--- src/rtl/fir_pkg.sv ---
// Shared types and width helpers for the parameterised FIR filter.
package fir_pkg;

    typedef enum logic [1:0] {
        ST_IDLE = 2'd0,
        ST_LOAD = 2'd1,
        ST_MAC  = 2'd2,
        ST_DONE = 2'd3
    } fir_state_t;

    function automatic int fir_clog2(input int value);
        int res;
        res = 0;
        for (int i = 0; i < 31; i++) begin
            if ((1 << i) < value) res = i + 1;
        end
        return res;
    endfunction

    // Wide enough that MAX_TAPS full-scale products can never overflow.
    function automatic int fir_acc_w(input int data_w, input int coeff_w, input int max_taps);
        return data_w + coeff_w + fir_clog2(max_taps);
    endfunction

endpackage

--- src/rtl/fir_coeff_ram.sv ---
// Coefficient store: one synchronous write port, one asynchronous read port.
module fir_coeff_ram
    import fir_pkg::*;
#(
    parameter int COEFF_W  = 16,
    parameter int MAX_TAPS = 40,
    parameter int ADDR_W   = fir_clog2(MAX_TAPS)
) (
    input  logic                      clk,
    input  logic                      rst,
    input  logic                      wr_en,
    input  logic [ADDR_W-1:0]         wr_addr,
    input  logic signed [COEFF_W-1:0] wr_data,
    input  logic [ADDR_W-1:0]         rd_addr,
    output logic signed [COEFF_W-1:0] rd_data
);

    logic signed [COEFF_W-1:0] mem [MAX_TAPS];

    always_ff @(posedge clk) begin
        if (rst) begin
            for (int k = 0; k < MAX_TAPS; k++) mem[k] <= '0;
        end else if (wr_en && (32'(wr_addr) < MAX_TAPS)) begin
            mem[wr_addr] <= wr_data;
        end
    end

    assign rd_data = mem[rd_addr];

endmodule

--- src/rtl/param_fir_filter.sv ---
// Sequential-MAC FIR filter, one tap per cycle, with a run-time coefficient load mode.
// Build option: define FIR_SAT_EN to saturate the output instead of wrapping it.
//
// state | meaning
// IDLE  | waiting for a sample strobe or a coefficient-load request
// LOAD  | coefficient writes accepted while the update flag is held
// MAC   | accumulating x[k]*coeff[k], one tap per cycle
// DONE  | result registered to the output, valid pulsed
module param_fir_filter
    import fir_pkg::*;
#(
    parameter int DATA_W    = 3,
    parameter int COEFF_W   = 16,
    parameter int MAX_TAPS  = 40,
    parameter int OUT_W     = 16,
    parameter int OUT_SHIFT = 0
) (
    input  logic                                iClk_12M,
    input  logic                                iRst,
    input  logic                                iEnSample,
    input  logic signed [DATA_W-1:0]            iFirIn,
    input  logic                                iCoeffUpdateFlag,
    input  logic                                iCoeffWrEn,
    input  logic [fir_clog2(MAX_TAPS)-1:0]      iCoeffAddr,
    input  logic signed [COEFF_W-1:0]           iCoeffData,
    input  logic [fir_clog2(MAX_TAPS+1)-1:0]    iNumOfCoeff,
    output logic signed [OUT_W-1:0]             oFirOut,
    output logic                                oFirValid,
    output logic                                oBusy,
    output logic                                oOverrun
);

    localparam int ADDR_W = fir_clog2(MAX_TAPS);
    localparam int CNT_W  = fir_clog2(MAX_TAPS + 1);
    localparam int PROD_W = DATA_W + COEFF_W;
    localparam int ACC_W  = fir_acc_w(DATA_W, COEFF_W, MAX_TAPS);
    localparam int EXT_W  = ((ACC_W > OUT_W) ? ACC_W : OUT_W) + 1;

    localparam logic signed [EXT_W-1:0] SAT_MAX = {{(EXT_W-OUT_W+1){1'b0}}, {(OUT_W-1){1'b1}}};
    localparam logic signed [EXT_W-1:0] SAT_MIN = {{(EXT_W-OUT_W+1){1'b1}}, {(OUT_W-1){1'b0}}};

    fir_state_t state, state_nxt;

    logic signed [DATA_W-1:0]  x_line [MAX_TAPS];
    logic signed [ACC_W-1:0]   acc;
    logic [ADDR_W-1:0]         tap_idx;
    logic [CNT_W-1:0]          n_lat;
    logic [CNT_W-1:0]          n_clamped;
    logic signed [COEFF_W-1:0] coeff_rd;
    logic signed [PROD_W-1:0]  prod;
    logic signed [ACC_W-1:0]   acc_shifted;
    logic signed [EXT_W-1:0]   acc_ext;
    logic signed [OUT_W-1:0]   out_val;
    logic                      last_tap;
    logic                      accept_sample;
    logic                      coeff_we;

    fir_coeff_ram #(
        .COEFF_W  (COEFF_W),
        .MAX_TAPS (MAX_TAPS),
        .ADDR_W   (ADDR_W)
    ) u_coeff_ram (
        .clk     (iClk_12M),
        .rst     (iRst),
        .wr_en   (coeff_we),
        .wr_addr (iCoeffAddr),
        .wr_data (iCoeffData),
        .rd_addr (tap_idx),
        .rd_data (coeff_rd)
    );

    assign coeff_we      = (state == ST_LOAD) && iCoeffWrEn;
    assign accept_sample = (state == ST_IDLE) && !iCoeffUpdateFlag && iEnSample;
    assign n_clamped     = (iNumOfCoeff > CNT_W'(MAX_TAPS)) ? CNT_W'(MAX_TAPS) : iNumOfCoeff;
    assign last_tap      = (CNT_W'(tap_idx) + CNT_W'(1)) == n_lat;
    assign prod          = x_line[tap_idx] * coeff_rd;
    assign acc_shifted   = acc >>> OUT_SHIFT;
    assign acc_ext       = {{(EXT_W-ACC_W){acc_shifted[ACC_W-1]}}, acc_shifted};

    always_comb begin
        out_val = acc_ext[OUT_W-1:0];
`ifdef FIR_SAT_EN
        if (acc_ext > SAT_MAX) begin
            out_val = SAT_MAX[OUT_W-1:0];
        end else if (acc_ext < SAT_MIN) begin
            out_val = SAT_MIN[OUT_W-1:0];
        end
`endif
    end

    always_ff @(posedge iClk_12M) begin
        if (iRst) begin
            state <= ST_IDLE;
        end else begin
            state <= state_nxt;
        end
    end

    always_comb begin
        state_nxt = state;
        case (state)
            ST_IDLE: begin
                if (iCoeffUpdateFlag) begin
                    state_nxt = ST_LOAD;
                end else if (iEnSample) begin
                    state_nxt = (n_clamped == '0) ? ST_DONE : ST_MAC;
                end
            end
            ST_LOAD: if (!iCoeffUpdateFlag) state_nxt = ST_IDLE;
            ST_MAC:  if (last_tap) state_nxt = ST_DONE;
            ST_DONE: state_nxt = ST_IDLE;
            default: state_nxt = ST_IDLE;
        endcase
    end

    always_comb begin
        oBusy = (state != ST_IDLE);
    end

    always_ff @(posedge iClk_12M) begin
        if (iRst) begin
            for (int k = 0; k < MAX_TAPS; k++) x_line[k] <= '0;
            acc       <= '0;
            tap_idx   <= '0;
            n_lat     <= '0;
            oFirOut   <= '0;
            oFirValid <= 1'b0;
            oOverrun  <= 1'b0;
        end else begin
            oFirValid <= 1'b0;
            oOverrun  <= 1'b0;
            if (accept_sample) begin
                for (int k = MAX_TAPS - 1; k > 0; k--) x_line[k] <= x_line[k-1];
                x_line[0] <= iFirIn;
                n_lat     <= n_clamped;
                acc       <= '0;
                tap_idx   <= '0;
            end
            if (state == ST_MAC) begin
                acc     <= acc + {{(ACC_W-PROD_W){prod[PROD_W-1]}}, prod};
                tap_idx <= tap_idx + ADDR_W'(1);
            end
            if (state == ST_DONE) begin
                oFirOut   <= out_val;
                oFirValid <= 1'b1;
            end
            // A strobe while busy is lost; flag it so the source can notice.
            if (((state == ST_MAC) || (state == ST_DONE)) && iEnSample) begin
                oOverrun <= 1'b1;
            end
        end
    end

endmodule

--- config.mk ---
export PLATFORM = sky130hd
export DESIGN_NAME = param_fir_filter
export DESIGN_NICKNAME = d
export VERILOG_FILES = /design/src/rtl/fir_pkg.sv /design/src/rtl/fir_coeff_ram.sv /design/src/rtl/param_fir_filter.sv
export SDC_FILE = /design/constraint.sdc
export NUM_CORES = 2
export LEC_CHECK = 0
export CAP_MARGIN = 15
export CELL_PAD_IN_SITES_DETAIL_PLACEMENT = 0
export CELL_PAD_IN_SITES_GLOBAL_PLACEMENT = 1
export CORE_ASPECT_RATIO = 0.6
export CORE_MARGIN = 1
export CORE_UTILIZATION = 46
export CTS_BUF_LIST = sky130_fd_sc_hd__clkbuf_16
export CTS_CLUSTER_DIAMETER = 50
export CTS_CLUSTER_SIZE = 30
export DETAILED_ROUTE_END_ITERATION = 12
export GPL_TIMING_DRIVEN = 0
export MAX_ROUTING_LAYER = met4
export PLACE_DENSITY = 0.75
export SYNTH_ARGS = -nofsm -noshare
export SYNTH_HDL_FRONTEND = slang
export SYNTH_SLANG_ARGS = --single-unit
--- constraint.sdc ---
create_clock -name iClk_12M -period 18.75 [get_ports iClk_12M]
set_clock_uncertainty 0.05 [all_clocks]
set_input_delay 3.75 -clock iClk_12M [delete_from_list [all_inputs] [get_ports iClk_12M]]
set_output_delay 3.75 -clock iClk_12M [all_outputs]
set_load 0.02 [all_outputs]
==> results.yml <==
outcome:
  status: "finished, final reports clean"
synth:
  yosys_warnings: 0
  async_flop_share: 0
  yosys.area_share.adder: 0.0157
  syn_inst: 3148
  synthDistinctLibCells: 69
  ys_seq_elements: 1198
  netlist.area_leader.share: 0.648
  synth_most_common_cell: "edfxtp_1"
  syn_avg_cell_area_um2: 16.8
  ys_top_cells_by_area: "edfxtp_1 (65%), mux4_2 (15%), and2_1 (7.9%), dfxtp_1 (2.0%), and3_1 (1.5%)"
  synth_edf_count: 1144
  synth_mux_area_frac: 0.152
  yosys.area.top_type: "edfxtp_1"
  synth_area_um2: 53000
  yosys_most_used_dff: "edfxtp_1"
  synth_compound_area_frac: 0.0222
  yosys.area_share.xor_xnor: 0.00576
  synth-simple-area-share: 0.113
  synth_common_cells: "edfxtp_1 (1,144), and2_1 (666), mux4_2 (343), clkbuf_1 (205), and3_1 (124)"
  yosysSeqAreaShare: 0.668
  synth_top_family_by_area: "multiplexers"
clock_network:
  root_buffer: "clkbuf_16"
  clockBufferDepth: 3
  cts_resized: 0
  cts_hold_buffers: 0
  clock_sinks: 1198
  clk_latency_ns: 0.75
  cts_max_level: 3
  cts_tree: "yes"
  clkSlewWorstSetupHoldPaths_ns: 0.09
  cts_inserted_buffers: 89
  postCtsSetupBuffers: 0
route:
  avgRoutedWirePerCell_um: 27.8
  wirelength_um: 148000
  route.met3.wl_um: 19900
  drtIter0Drc: 4920
  num_vias: 30700
  first_pass_iters: 5
  drtAntennaViolNets: 0
  wl_met2_um: 56600
  vias_per_cell: 5.75
  wl_met1_um: 68500
  top_layer_used: "met4"
  drc: 0
global_route:
  grt_overflow: 0
  grt_max_degree: 103
  grt_pass1_vias: 28800
  antenna_found_initial: 17
  grt_usage: 0.265
  grt_pass1_wl_um: 212000
layout:
  final_nets: 3822
  multi_input_area_um2: 18000
  stdcell_count: 5337
  areaGrowthSynthToFinish_pct: 15.7
  final_util: 0.537
  drive_gt1_frac: 0.175
  n_fill_cell: 9286
  seq_area_um2: 35400
sta:
  fmax_ghz: 0.0935
  final_max_slew_viol_count: 0
  rsz0062_at_grt: "no"
  hold_violations: 0
  tightest_slew_ns: 1.25
  setup_violations: 0
  slew_headroom: 0.166
  tns_ns: 0
  finalCritPeriodShare: 0.571
  fin_crit_ns: 10.70
  hold_ws_ns: 0.409
  setup_ws_ns: 8.05
placed_design:
  dp_hpwl_um: 107000
  place.port_buffers: 50
  post-place-ws_ns: 8.32
  place_congestion: 0.939
  dp_cells: 5149
floorplan:
  start_util: 0.464
  die_x_um: 440
  core_area_um2: 114000
  io_pins: 55
  die_y_um: 265
  rows: 96
  dieArea_um2: 117000
power_and_ir_drop:
  cellLeakagePower_nw: 22.3
  vdd_ir_drop_max_mv: 0.0624
  p_per_area_nw_per_um2: 92.9
critical_path:
  cp.arrival_ns: 11.27
  required_ns: 19.32
  crit_path_max_fanout: 10
  critical_path_class: "register to register"
  reg2reg_slack_ns: 8.05
  startpoint_type: "register"
  end_kind: "register"
  slowest_delay_ns: 0.92
  crit_slowest_cell: "clkbuf_1"
run:
  drv_cap: 0
hold_path:
  hold_class: "register to register"
-- metrics by stage --
step	instance area (µm²)	power (mW)
6_report	61400	5.70
5_1_grt	61400	5.86
4_1_cts	61200	5.72
3_5_place_dp	57900	3.61
3_3_place_gp	56900	3.58
2_1_floorplan	54500	3.41
-- registers in the layout (all words and copies together), names as in the netlist, named ones only --
signal and cells:
u_coeff_ram.mem 1024, x_line 120, acc 16, oFirOut 16
n_lat 6, tap_idx 6, state 2, oFirValid 1
oOverrun 1
-- logic make-up after synthesis --
| logic type | Yosys count |
|---|---|
| flops | 1198 |
| simple gates | 1028 |
| mux | 370 |
| buf+inv | 276 |
| compound gates | 184 |
| fa+ha+maj | 57 |
| xor+xnor | 34 |
| other cells | 1 |
-- placed cells by master (no fill, tap or decap), drive strengths merged, types with 7 or more instances in the layout --
cell type / netlist / final
and3: 124 / 124
xnor2: 26 / 26
and2: 666 / 666
a22o: 9 / 9
mux4: 346 / 346
mux2i: 20 / 20
nand3: 16 / 16
nor3: 15 / 15
nand2: 63 / 63
nor2b: 12 / 12
nand3b: 9 / 9
a22oi: 16 / 16
buf: 44 / 103
clkbuf: 205 / 296
or2: 7 / 7
a21oi: 52 / 52
edfxtp: 1144 / 1144
clkdlybuf4s50: 0 / 48
ha: 41 / 41
inv: 26 / 62
dfxtp: 54 / 54
nor2: 98 / 98
xor2: 8 / 8
conb: 1 / 384
diode: 0 / 13
o21ai: 60 / 60
clkinv: 1 / 36
fa: 16 / 16
-- power by group --
part | leakage [nW] | switching [mW] | internal, mW
logic | 8.57 | 0.278 | 0.180
clock network | 1.60 | 1.12 | 1.02
registers | 12.1 | 0.0394 | 3.06
-- cell type report --
cell class | count | share of cell area
flip-flops and latches | 1198 | 0.577
multi-input cells | 2057 | 0.293
clock buffers | 91 | 0.0371
well taps | 1519 | 0.0310
repair buffers | 107 | 0.0251
plain buffers | 249 | 0.0185
clock inverters | 76 | 0.0161
inverters | 27 | 0.00173
diodes | 13 | 0.000530
-- metal layers --
layer | global-route usage | vias to the layer above
met4 | 0.0561 | 0
met3 | 0.0801 | 206
met5 | - | -
met2 | 0.323 | 1765
li1 | - | 12900
met1 | 0.427 | 15800
-- worst max-delay path: cells and delay by family, from the launching register on --
kind                     cells  cell delay, ns
AO/OA/AOI/OAI                7            2.18
XOR/XNOR                     1            0.16
adder cells (fa/ha/maj)      5            1.87
buffers and inverters        6            3.53
flip-flops                   1            0.51
multiplexers                 3            1.60
AND/OR/NAND/NOR              4            0.66
-- final timing paths --
check	from	end	depth (start not counted)
max reg2reg	register	acc[15]	26
min reg2reg	oFirOut[6]	oFirOut[6]	2
max	register	acc[15]	26
min	oFirOut[6]	oFirOut[6]	2
Power figures use the tool's default switching activity.
